$ cat config.mk
export PLATFORM = sky130hd
export DESIGN_NAME = mux_word_pipe_flat
export DESIGN_NICKNAME = d
export VERILOG_FILES = /design/src/rtl/mux_word_pipe_pkg.sv /design/src/rtl/mux_word_pipe_if.sv /design/src/rtl/mux_word.sv /design/src/rtl/mux_word_pipe.sv /design/src/flat_wrapper.sv
export SDC_FILE = /design/constraint.sdc
export NUM_CORES = 1
export LEC_CHECK = 0
export ABC_CLOCK_PERIOD_IN_PS = 2400
export CAP_MARGIN = 25
export CORE_AREA = 2 2 113 115
export CTS_CLUSTER_DIAMETER = 40
export CTS_CLUSTER_SIZE = 10
export DETAILED_ROUTE_END_ITERATION = 10
export DIE_AREA = 0 0 115 117
export DONT_BUFFER_PORTS = 1
export PLACE_DENSITY = 0.58
export SYNTH_ARGS = -nofsm -noshare
export SYNTH_HDL_FRONTEND = slang
export SYNTH_HIERARCHICAL = 1
export SYNTH_SLANG_ARGS = --single-unit
$ cat constraint.sdc
create_clock -name clock -period 2.4 [get_ports clock]
set_input_delay 0.48 -clock clock [delete_from_list [all_inputs] [get_ports clock]]
set_output_delay 0.48 -clock clock [all_outputs]
set_load 0.01 [all_outputs]
$ cat src/rtl/mux_word_pipe_pkg.sv
// Shared constants and helpers for the word selector pipeline and its
// sibling parametrised datapath blocks.
package mux_word_pipe_pkg;

  localparam logic MUX_MODE_DIRECT = 1'b0;
  localparam logic MUX_MODE_SCAN   = 1'b1;

  // Ceiling log2, usable in constant expressions; callers guarantee n >= 2.
  function automatic int unsigned clog2(input int unsigned n);
    int unsigned r;
    int unsigned v;
    r = 0;
    v = n - 1;
    while (v > 0) begin
      r = r + 1;
      v = v >> 1;
    end
    return r;
  endfunction

endpackage

$ cat src/rtl/mux_word_pipe_if.sv
// Request/response bundle for mux_word_pipe: packed channel inputs, select,
// mode and both valid/ready handshakes.
interface mux_word_pipe_if
  import mux_word_pipe_pkg::*;
#(
  parameter int unsigned WIDTH    = 16,
  parameter int unsigned CHANNELS = 16
);
  localparam int unsigned SEL_W = clog2(CHANNELS);

  logic [CHANNELS*WIDTH-1:0] in;
  logic [SEL_W-1:0]          sel;
  logic                      mode;
  logic                      in_valid;
  logic                      in_ready;
  logic [WIDTH-1:0]          out;
  logic [SEL_W-1:0]          out_sel;
  logic                      out_err;
  logic                      out_wrap;
  logic                      out_valid;
  logic                      out_ready;

  modport master (
    output in, sel, mode, in_valid, out_ready,
    input  in_ready, out, out_sel, out_err, out_wrap, out_valid
  );

  modport slave (
    input  in, sel, mode, in_valid, out_ready,
    output in_ready, out, out_sel, out_err, out_wrap, out_valid
  );

endinterface

$ cat src/rtl/mux_word.sv
// Combinational CHANNELS:1 selector of WIDTH-bit words; indices past the last
// channel give a zero word and deassert in_range_o.
module mux_word
  import mux_word_pipe_pkg::*;
#(
  parameter int unsigned WIDTH    = 16,
  parameter int unsigned CHANNELS = 16,
  parameter int unsigned SEL_W    = clog2(CHANNELS)
) (
  input  logic [CHANNELS*WIDTH-1:0] in_i,
  input  logic [SEL_W-1:0]          sel_i,
  output logic [WIDTH-1:0]          word_o,
  output logic                      in_range_o
);

  always_comb begin
    word_o     = '0;
    in_range_o = 1'b0;
    for (int unsigned k = 0; k < CHANNELS; k++) begin
      if (sel_i == SEL_W'(k)) begin
        word_o     = in_i[k*WIDTH +: WIDTH];
        in_range_o = 1'b1;
      end
    end
  end

endmodule

$ cat src/rtl/mux_word_pipe.sv
// One-stage valid/ready register around a word selector, with a wrap-around
// channel scanner for sweeping bus sources in test and debug.
module mux_word_pipe
  import mux_word_pipe_pkg::*;
#(
  parameter int unsigned WIDTH    = 16,
  parameter int unsigned CHANNELS = 16
) (
  input logic            clock,
  input logic            reset_n,
  mux_word_pipe_if.slave bus
);
  localparam int unsigned SEL_W = clog2(CHANNELS);
  localparam logic [SEL_W-1:0] LastIdx = SEL_W'(CHANNELS - 1);

  logic [SEL_W-1:0] scan_idx_q, scan_idx_d;
  logic [SEL_W-1:0] idx;
  logic [WIDTH-1:0] word;
  logic             in_range;
  logic             in_ready;
  logic             accept;
  logic             scan_mode;

  logic [WIDTH-1:0] out_q, out_d;
  logic [SEL_W-1:0] out_sel_q, out_sel_d;
  logic             out_err_q, out_err_d;
  logic             out_wrap_q, out_wrap_d;
  logic             out_valid_q, out_valid_d;

  // No skid buffer: a stalled output blocks the input directly.
  assign in_ready  = !out_valid_q || bus.out_ready;
  assign accept    = bus.in_valid && in_ready;
  assign scan_mode = (bus.mode == MUX_MODE_SCAN);
  assign idx       = scan_mode ? scan_idx_q : bus.sel;

  mux_word #(
    .WIDTH    (WIDTH),
    .CHANNELS (CHANNELS),
    .SEL_W    (SEL_W)
  ) u_mux_word (
    .in_i       (bus.in),
    .sel_i      (idx),
    .word_o     (word),
    .in_range_o (in_range)
  );

  always_comb begin
    out_d       = out_q;
    out_sel_d   = out_sel_q;
    out_err_d   = out_err_q;
    out_wrap_d  = out_wrap_q;
    out_valid_d = out_valid_q;
    if (accept) begin
      out_d       = word;
      out_sel_d   = idx;
      out_err_d   = !in_range;
      out_wrap_d  = scan_mode && (idx == LastIdx);
      out_valid_d = 1'b1;
    end else if (bus.out_ready) begin
      out_valid_d = 1'b0;
    end
  end

  // Direct mode parks the scanner at 0 so entering scan always starts there.
  always_comb begin
    scan_idx_d = scan_idx_q;
    if (bus.mode == MUX_MODE_DIRECT) begin
      scan_idx_d = '0;
    end else if (accept) begin
      scan_idx_d = (scan_idx_q == LastIdx) ? '0 : scan_idx_q + SEL_W'(1);
    end
  end

  always_ff @(posedge clock or negedge reset_n) begin
    if (!reset_n) begin
      out_q       <= '0;
      out_sel_q   <= '0;
      out_err_q   <= 1'b0;
      out_wrap_q  <= 1'b0;
      out_valid_q <= 1'b0;
      scan_idx_q  <= '0;
    end else begin
      out_q       <= out_d;
      out_sel_q   <= out_sel_d;
      out_err_q   <= out_err_d;
      out_wrap_q  <= out_wrap_d;
      out_valid_q <= out_valid_d;
      scan_idx_q  <= scan_idx_d;
    end
  end

  assign bus.in_ready  = in_ready;
  assign bus.out       = out_q;
  assign bus.out_sel   = out_sel_q;
  assign bus.out_err   = out_err_q;
  assign bus.out_wrap  = out_wrap_q;
  assign bus.out_valid = out_valid_q;

endmodule

$ cat src/flat_wrapper.sv
// flat-port wrapper written by rule: the top's interface ports become plain ports
module mux_word_pipe_flat import mux_word_pipe_pkg::*;
#(
  parameter int unsigned WIDTH    = 16,
  parameter int unsigned CHANNELS = 16
)
  (clock, reset_n, bus_in, bus_sel, bus_mode, bus_in_valid, bus_out_ready, bus_in_ready, bus_out, bus_out_sel, bus_out_err, bus_out_wrap, bus_out_valid);
  mux_word_pipe_if #(.WIDTH(WIDTH), .CHANNELS(CHANNELS)) bus_i ();
  input logic clock;
  input logic reset_n;
  input wire logic [$bits(bus_i.in)-1:0] bus_in;
  input wire logic [$bits(bus_i.sel)-1:0] bus_sel;
  input wire logic [$bits(bus_i.mode)-1:0] bus_mode;
  input wire logic [$bits(bus_i.in_valid)-1:0] bus_in_valid;
  input wire logic [$bits(bus_i.out_ready)-1:0] bus_out_ready;
  output wire logic [$bits(bus_i.in_ready)-1:0] bus_in_ready;
  output wire logic [$bits(bus_i.out)-1:0] bus_out;
  output wire logic [$bits(bus_i.out_sel)-1:0] bus_out_sel;
  output wire logic [$bits(bus_i.out_err)-1:0] bus_out_err;
  output wire logic [$bits(bus_i.out_wrap)-1:0] bus_out_wrap;
  output wire logic [$bits(bus_i.out_valid)-1:0] bus_out_valid;
  assign bus_i.in = bus_in;
  assign bus_i.sel = bus_sel;
  assign bus_i.mode = bus_mode;
  assign bus_i.in_valid = bus_in_valid;
  assign bus_i.out_ready = bus_out_ready;
  assign bus_in_ready = bus_i.in_ready;
  assign bus_out = bus_i.out;
  assign bus_out_sel = bus_i.out_sel;
  assign bus_out_err = bus_i.out_err;
  assign bus_out_wrap = bus_i.out_wrap;
  assign bus_out_valid = bus_i.out_valid;
  mux_word_pipe #(.WIDTH(WIDTH), .CHANNELS(CHANNELS)) u_core (.clock(clock), .reset_n(reset_n), .bus(bus_i));
endmodule
* Word-level counts from Yosys, hierarchy flattened
Cells that the tools add are included.
Word-level totals: flip-flop bits (word level) 27, bits of input ports 265, output and inout bits 24, logic and storage cells 69
Cells by class: add/subtract/negate cells 1, equal/unequal tests 17, multiplexer cells 38, reduce and logical (&&, ||, !) cells 7
Operators with widths (number):
- two-way mux 16 bit | 16
- equality test 4 bit, second input constant | 9
- two-way mux 1 bit | 18
- equality test 4 x 3 -> 1 bit, second input constant | 4
- two-way mux 4 bit | 4
- equality test 4 x 2 -> 1 bit, second input constant | 2
- adder 4 x 1 -> 4 bit, second input constant | 1
- equality test 4 x 1 -> 1 bit, second input constant | 1
- logical NOT 4 bit | 1
- logical AND 1 bit | 2
- logical NOT 1 bit | 2
- inequality test 2 x 1 -> 1 bit, second input constant | 1
- nonzero test 2 bit | 1
- logical OR 1 bit | 1

* Logic depth before layout (Yosys ltp)
depth in word-level cells 19, depth in mapped cells 11, mapped depth without buffers 8

* Modules after synthesis
Netlist, hierarchy kept.
By module, submodules not included:
- mux_word | instances 1, cells each 375, area each 2770.2 um2, seq. area each 0.0 um2
- mux_word_pipe | instances 1, cells each 85, area each 1133.6 um2, seq. area each 675.6 um2

* Worst setup path before layout
No wires, ideal clock.
path kind input to register, start point in bus_mode, end point reg u_core.out_q[0], in the netlist u_core/bus.out[0], setup time 125 ps, arrival 2268 ps, required time 2275 ps, slack 8 ps, cell stages on the path 9, buffers on the path 4, path through buf_2 mux2_2 buf_6 buf_4 buf_4 mux4_2 o32ai_1 a22oi_1 mux2_2
On the way: word-level cells in the longest chain between the ends 18, elaborated cells on any way between the ends 33, classes of those cells eq/ne (15); mux (17); reduce/logical (1)
Ends and longest elaborated chain:
- start, declared | RTL line flat_wrapper.sv:13 | input wire logic [$bits(bus_i.mode)-1:0] bus_mode;
- two-way mux 4 bit (*) | RTL line mux_word_pipe.sv:34 | assign idx = scan_mode ? scan_idx_q : bus.sel;
- net u_core.idx[1] | RTL line mux_word_pipe.sv:17 | logic [SEL_W-1:0] idx;
- logical NOT 4 bit | RTL line mux_word.sv:20 | if (sel_i == SEL_W'(k)) begin
- two-way mux 16 bit (15 in a row) | RTL line mux_word.sv:20
- two-way mux 16 bit (*) | RTL line mux_word.sv:20
- net u_core.word[0] | RTL line mux_word_pipe.sv:18 | logic [WIDTH-1:0] word;
- end signal, assigned | RTL line mux_word_pipe.sv:83 | out_q <= out_d;
- end, declared | RTL line mux_word_pipe.sv:24 | logic [WIDTH-1:0] out_q, out_d;
The timed path passes the listed nets; every way through them passes the cells marked *. A chain may end at the register's enable or synchronous reset.

* Final worst setup path
start point reg u_core.scan_idx_q[0], end point reg u_core.out_q[7], in the netlist u_core/bus.out[7]
On the way: word-level cells in the longest chain between the ends 18, elaborated cells on any way between the ends 33, classes of those cells eq/ne (15); mux (17); reduce/logical (1)
Ends and longest elaborated chain:
- start, declared | RTL line mux_word_pipe.sv:16 | logic [SEL_W-1:0] scan_idx_q, scan_idx_d;
- start signal, assigned | RTL line mux_word_pipe.sv:88 | scan_idx_q <= scan_idx_d;
- two-way mux 4 bit (*) | RTL line mux_word_pipe.sv:34
- net u_core.idx[0] | RTL line mux_word_pipe.sv:17
- logical NOT 4 bit | RTL line mux_word.sv:20
- two-way mux 16 bit (15 in a row) | RTL line mux_word.sv:20
- two-way mux 16 bit (*) | RTL line mux_word.sv:20
- net u_core.word[7] | RTL line mux_word_pipe.sv:18
Marks and branches as above.

==> impl.org <==
** Clock tree
- Later-pin clock latency in the skew report :: about 0.26 ns
- Total setup buffers inserted after CTS :: 0
- CTS tree :: yes
- CTS buffer count :: 3
- Clock-pin slew on the worst setup and hold paths :: approximately 0.070 ns
- In this run the number of H-tree levels came out at 1.
- CTS max path bufs :: 2
- Clock sink count :: 27
- In this run the clock root is driven by a sky130_fd_sc_hd__clkbuf_16.

** Finish
- 0 antenna diodes ended up in the layout.
- Area Growth Syn to Fin :: 10.64%
- After the last flow step, the layout net total stands at 724.
- The count of cells in the finished layout, fillers not included, comes to just over 600.
- In the final layout, the share of cells above drive strength 1 is roughly a quarter.
- Final core utilization :: between 30% and 40%
- Fillers :: approximately 1300

** STA
- Number of setup violations in the final report :: 0
- The final count of hold timing violations was 0.
- Slew of the pin with the lowest slew margin :: 0.5056 ns
- The final-report max-slew violation count was 0.
- F_max :: between 400 and 500 MHz
- Worst-case headroom to the max-slew limit :: between 60% and 70%
- Clock Skew :: about 0.0048 ns
- Period utilisation layout :: 96.45%
- Subtracting the final worst setup slack from the clock period gives 2.315 ns.
- RSZ-0062 raised after global routing :: false

** Pwr
- The worst-case IR drop observed on VDD is between 0.3 and 0.4 mV.
- In this run switching power makes up 38.41% of total power.
- Per report_power, the sequential group accounts for 33.9% of the total.
- Power spread over the standard cell area amounts to about 460 nW/um^2.
- Per report_power, the combinational group accounts for between 40% and 50% of the total.
- Total power of the final layout :: 0.001973 W
- Internal Power :: ~0.0012 W
- The analysis attributes to cell leakage a power of approximately 1.5 nW.
- In this run, the clock network consumes between 15 and 20% of the power.
- Switching power summed over all nets :: ~0.00076 W

** Yosys
- Number of cells produced by synthesis :: between 400 and 500
- Synth warn :: 6
- Post-synthesis average cell area :: approximately 8.5 um^2
- The number of nets handed over by synthesis was a little over 700.
- Summing every instance area after synthesis gives roughly 4000 um^2.
- Post-synth EDFFs :: 0
- Post-synth cell types :: between 50 and 60
- Of the synthesized area, sequential elements account for 17.31%.
- Count of state elements after synthesis :: 27
- The most used flip-flop cell after synthesis is sky130_fd_sc_hd__dfrtp_1.
- Share of flip-flops with an asynchronous set or reset after synthesis :: 100.0%

** Die
- Starting Density :: roughly a third
- Vertical extent of the die :: around 120 um
- Placeable core area :: roughly 12000 um^2
- The floorplan has between 40 and 50 rows.
- The die covers 13460 um^2.
- Pin placement for this block handled 289 I/O pins.
- Die boundary width :: approximately 120 um

** GRT
- Overall fraction of global-route tracks in use :: about 22%
- Total overflow reported by the global router :: 0
- Via count of the first global-routing pass :: approximately 3800
- Maximum number of pins on one net before global-route repair :: 65
- Wire length of the first global-routing pass :: between 20000 and 25000 um
- Number of antenna violations at the first check in global routing :: 3

** Outcome
- Result of the run :: finished, final reports clean

** Route
- For this block, the routed nets add up to 16190 um of wire.
- The final route contains 3882 vias.
- The count of nets left with antenna violations once routing finished came out at 0.
- Vias/cell :: around 6.4
- The pre-antenna-repair detailed-routing pass consisted of 6 iterations.
- Wire length per cell after detailed routing :: roughly 27 um
- In the routed design, unresolved DRC markers number 0.
- Initial DRC count :: 260

** Setup path
- Crit path max fanout :: 18
- Number of cells on the critical path :: 8
- Data arrives at the worst endpoint at between 2 and 2.5 ns.
- Depth of the most critical reg-to-reg path :: 8
- Category of the worst setup path capture point :: flip-flop
- At the worst endpoint, the required time is approximately 2.6 ns.
- The critical path in this run is classified as reg2reg.
- STA classifies the critical path startpoint as a flip-flop.
- Highest-delay cell along the critical path :: sky130_fd_sc_hd__dfrtp_2
- Max incr delay on CP :: 0.45 ns
- CP Cell Sequence :: mux2_4 > buf_12 > and2_0 > buf_4 > a22oi_1 > o221ai_1 > o2bb2ai_1 > mux2_2
- The critical path contains buffers and inverters numbering 2 combined.
- In this design, the largest share of critical-path delay is due to compound AO/OA/AOI/OAI gates.

** Run
- The tool flagged a number of max-cap violations equal to 0.

** Placement
- Port buffering added 0 buffers.
- The HPWL after detailed placement is ~13000 um.
- Last weighted congestion value of the routability-driven placer :: 0.9250
- Inst Count DP :: between 600 and 700

** Min path
- The worst hold path belongs to the class in2async.
## layout by cell type, fill, tap and decap left out, drive strengths merged, types with 2 or more instances in the layout
cell | synthesis | final
o2bb2ai | 4 | 4
nor3 | 7 | 7
dfrtp | 27 | 27
nand2 | 24 | 24
o221ai | 7 | 7
o21bai | 3 | 3
clkbuf | 3 | 4
o2bb2a | 3 | 3
o31ai | 2 | 2
nand2b | 15 | 15
inv | 11 | 11
nor3b | 4 | 4
o211ai | 15 | 15
mux2i | 22 | 22
o21a | 3 | 3
nand3 | 12 | 12
o21ai | 40 | 40
buf | 46 | 42
a21oi | 33 | 33
nor2b | 16 | 16
a21o | 4 | 4
a32oi | 4 | 4
nor2 | 27 | 27
a2111oi | 4 | 4
o22ai | 19 | 19
mux4 | 18 | 18
mux2 | 27 | 27
or3 | 2 | 2
o32ai | 7 | 7
a31oi | 11 | 11
a22oi | 16 | 16
a211oi | 12 | 12
## worst reg2reg max path: cells and delay by family, from the launching register on
kind / cells / cell delay, ns
mux: 2 / 0.60
buf+inv: 2 / 0.36
compound gates: 3 / 0.62
flops: 1 / 0.45
simple gates: 1 / 0.17
## cells in the mapped netlist, drive strengths merged (3+ instances only)
| cell type | n | share of area [%] |
|---|---|---|
| a32oi | 4 | 0.90 |
| nand3 | 12 | 1.5 |
| buf | 46 | 8.6 |
| a31oi | 11 | 1.8 |
| nand2b | 15 | 2.6 |
| o32ai | 7 | 1.6 |
| o211ai | 15 | 2.9 |
| o21bai | 3 | 0.58 |
| nor3b | 4 | 0.77 |
| nor2b | 16 | 2.8 |
| o22ai | 19 | 3.2 |
| nor3 | 7 | 0.90 |
| a211oi | 12 | 2.3 |
| o2bb2a | 3 | 0.77 |
| a21o | 4 | 0.77 |
| mux4 | 18 | 10 |
| nand2 | 24 | 2.3 |
| inv | 11 | 1.1 |
| o221ai | 7 | 1.6 |
| mux2 | 27 | 7.8 |
| a21oi | 33 | 4.2 |
| o21a | 3 | 0.58 |
| clkbuf | 3 | 0.35 |
| o2bb2ai | 4 | 0.90 |
| dfrtp | 27 | 17 |
| mux2i | 22 | 5.6 |
| a22oi | 16 | 3.1 |
| o21ai | 40 | 5.1 |
| nor2 | 27 | 2.8 |
| a2111oi | 4 | 1.5 |
## cells by family after synthesis
| kind of cell | after synthesis | synth area share (%) |
|---|---|---|
| AOI/OAI and AO/OA | 189 | 32.60 |
| and+or+nand+nor | 115 | 15.83 |
| muxes | 67 | 23.81 |
| buffers and inverters | 60 | 10.03 |
| DFF | 27 | 17.31 |
| adders and majority gates | 1 | 0.3205 |
| other | 1 | 0.09606 |
## stage by stage
stage	setup slack (ns)	cell area, um^2	setup TNS, ns	hold slack (ns)
2_1_floorplan	0.007642	3904	0	0.1844
3_3_place_gp	-0.05861	4158	-0.1752	0.1852
3_5_place_dp	-0.09940	4158	-0.3165	0.1851
4_1_cts	0.004093	4259	0	0.03246
5_1_grt	0.005214	4319	0	0.03596
6_report	0.08526	4319	0	0.02875
## path summary, 6_finish.rpt
check                                       from                    end  slack, ns
setup / recovery            u_core/scan_idx_q[0]      u_core/bus.out[7]       0.09
hold / removal                           reset_n   u_core/bus.out_valid       0.03
setup reg to reg            u_core/scan_idx_q[0]      u_core/bus.out[7]       0.09
hold reg to reg            u_core/bus.out_sel[2]  u_core/bus.out_sel[2]       0.59
max in group asynchronous                reset_n   u_core/scan_idx_q[0]       2.21
min in group clock                  bus_in_valid   u_core/scan_idx_q[0]       0.36
## state kept, by name, summed over array words and instances, names as in the netlist
| register | cells |
|---|---|
| u_core/bus.out_err | 1 |
| u_core/bus.out_wrap | 1 |
| u_core/bus.out | 16 |
| u_core/bus.out_valid | 1 |
| u_core/scan_idx_q | 4 |
| u_core/bus.out_sel | 4 |
## routing by layer
| metal | up-vias | track usage, % | part of all wire [%] |
|---|---|---|---|
| li1 | 1779 | - | - |
| met1 | 1902 | 30.82 | 44 |
| met2 | 181 | 35.06 | 45 |
| met3 | 16 | 7.775 | 10 |
| met4 | 4 | 3.534 | 0.88 |
| met5 | - | 0 | 0.20 |
## what timing repair did
action	4_1_cts	5_1_grt
resized for setup	1	13
pin swaps	0	1
endpoints found under the hold margin	27	0
gates cloned	0	0
hold buffers	1	0
endpoints found under the setup margin	1	8
## power groups by stage
stage | Clock (W) | Sequential (W) | Combinational [W]
final | 0.000391 | 0.000669 | 0.000913
after global routing | 0.000417 | 0.000681 | 0.000992
after CTS | 0.000399 | 0.000669 | 0.000897
after detailed placement | 0 | 0.000677 | 0.000879
after global placement | 0 | 0.000678 | 0.000865
after floorplan | 0 | 0.000640 | 0.000673
## area by class of cell
class,instances,area (um^2),area share (%)
well taps,150,187.7,4.345
clock buffers,4,78.83,1.825
multi-input cells,373,2919,67.58
repair buffers,42,415.4,9.618
inverters,11,41.29,0.9560
flip-flops and latches,27,676.9,15.67
Power figures use the tool's default switching activity.
==> patch, RTL diff (same settings) <==
`CHANNELS` is set to 16 in 4 places; all go to 17.
--- a/src/rtl/mux_word_pipe_if.sv
+++ b/src/rtl/mux_word_pipe_if.sv
@@ -5,5 +5,5 @@
 #(
   parameter int unsigned WIDTH    = 16,
-  parameter int unsigned CHANNELS = 16
+  parameter int unsigned CHANNELS = 17
 );
   localparam int unsigned SEL_W = clog2(CHANNELS);
--- a/src/rtl/mux_word.sv
+++ b/src/rtl/mux_word.sv
@@ -5,5 +5,5 @@
 #(
   parameter int unsigned WIDTH    = 16,
-  parameter int unsigned CHANNELS = 16,
+  parameter int unsigned CHANNELS = 17,
   parameter int unsigned SEL_W    = clog2(CHANNELS)
 ) (
--- a/src/rtl/mux_word_pipe.sv
+++ b/src/rtl/mux_word_pipe.sv
@@ -5,5 +5,5 @@
 #(
   parameter int unsigned WIDTH    = 16,
-  parameter int unsigned CHANNELS = 16
+  parameter int unsigned CHANNELS = 17
 ) (
   input logic            clock,
--- a/src/flat_wrapper.sv
+++ b/src/flat_wrapper.sv
@@ -3,5 +3,5 @@
 #(
   parameter int unsigned WIDTH    = 16,
-  parameter int unsigned CHANNELS = 16
+  parameter int unsigned CHANNELS = 17
 )
   (clock, reset_n, bus_in, bus_sel, bus_mode, bus_in_valid, bus_out_ready, bus_in_ready, bus_out, bus_out_sel, bus_out_err, bus_out_wrap, bus_out_valid);
Ports: changed (resized bus_in, bus_out_sel and bus_sel); port bits go from 289 to 307. The function was not compared with the original's and may differ.
==> patch against the unedited design <==
The flow now finishes with violations (setup timing); clock power grew 97%; total power up 36%; clock skew decreased by 0.0012 ns; count of clock-buffer cells in the layout increased by 2; setup slack worse by 0.33 ns; routed wire length up 45%; first-iteration DRC count up 90%; via count increased by 44%; non-clock buffer count is 88 higher; largest power group unchanged; area after synthesis up 14%; critical path depth increased by 3; design area rose by 43%; sequential cell count is 2 higher.
==> patch: results (changes against the unedited design) <==
| Metric | Value |
|---|---|
| Status | `finished, violations left (was finished clean)` |
| Failing checks | `setup timing` |
| Final setup viols | `12 (was 0)` |
| Syn avg cell area | `7.701 um2 (was 8.486 um2)` |
| M2 GR Usage | `0.5651 (was 0.3506)` |
| Critical Path AT | `2.81 ns (was 2.46 ns)` |
| 1st-pass router iterations | `9 (was 6)` |
| Setup WS post-layout | `-0.2441 ns (was 0.08526 ns)` |
| H-tree Lvls | `2 (was 1)` |
| DR WL/cell | `28.90 um (was 26.66 um)` |
| Total CTS buffers | `5 (was 3)` |
| First-pass GRT wire length | `32290 um (was 22850 um)` |
| Relative slew slack | `0.6257 (was 0.6623)` |
| # nets final | `944 (was 724)` |
| Placed insts | `778 (was 602)` |
| HPWL Detailed | `17740 um (was 13390 um)` |
| Total track usage | `0.3209 (was 0.2249)` |
| CP max FO | `5 (was 18)` |
| Hold Slack | `0.02971 ns (was 0.02875 ns)` |
| Commonest cells in the synthesized netlist | `55 x o21ai_0, 38 x mux2_2, 38 x nand2_1 (was 37 x o21ai_0, 33 x a21oi_1, 27 x dfrtp_1, 27 x mux2_2, 26 x nor2_1)` |
| Post-synthesis cell type count | `76 (was 54)` |
| Max Used Layer | `met4 (was met5)` |
| Worst skew pair latency | `0.28 ns (was 0.26 ns)` |
| DRT met1 WL | `8690 um (was 7098 um)` |
| Clock Skew | `0.003601 ns (was 0.004850 ns)` |
| Vias in the first global route | `5466 (was 3770)` |
[patch: cell count changes after synthesis, moves of 9 or more]
cell / delta
mux2i_1: -20
o21ai_0: +18
clkbuf_1: +17
inv_1: +17
o22ai_1: -11
mux2_2: +11
nand2_1: +14
buf_4: -9
nor3_1: +15
o221ai_1: +9
nor4_1: +9
[patch: layout make-up]
class                   instances  area (um2)
well taps                     150       187.7
flip-flops and latches         29       725.7
clock buffers                   6       138.9
diodes                          2       5.005
inverters                      29       108.9
clock inverters                 2       37.54
multi-input cells             465        3765
repair buffers                130        1190
fillers                      1200        6153
[patch: how the worst min path moves through the flow]
| stage | start | end | depth (start not counted) |
|---|---|---|---|
| finish | reset_n | u_core/bus.out_sel[1] | 1 |
| global route | reset_n | u_core/bus.out_sel[1] | 1 |
| CTS | reset_n | u_core/bus.out_sel[1] | 1 |
| detailed placement | reset_n | u_core/bus.out_wrap | 0 |
| global placement | reset_n | u_core/bus.out_sel[0] | 0 |
| floorplan | reset_n | u_core/bus.out[0] | 0 |
[patch: power groups by stage]
stage / combinational [uW] / sequential [uW] / clock [uW]
final: 1200 / 712 / 769
after global routing: 1260 / 726 / 800
after CTS: 1060 / 712 / 783
after detailed placement: 950 / 720 / 0
after global placement: 929 / 720 / 0
after floorplan: 622 / 679 / 0
[patch: worst max-delay path, stage by stage, from the launching register on]
cell       delay (ns)
dfrtp_1          0.40
nand2_4          0.08
o21ai_4          0.08
buf_12           0.14
buf_6            0.09
mux2_2           0.32
a222oi_1         0.42
nor4_2           0.12
a2111oi_2        0.38
buf_4            0.18
o21bai_1         0.06
mux2_4           0.26
[patch: logic make-up after synthesis]
family,Yosys count,synth area share
compound gates,214,0.3283
simple gates,197,0.2587
buf+inv,83,0.08942
mux,51,0.1543
flops,29,0.1636
fa+ha+maj,2,0.005641
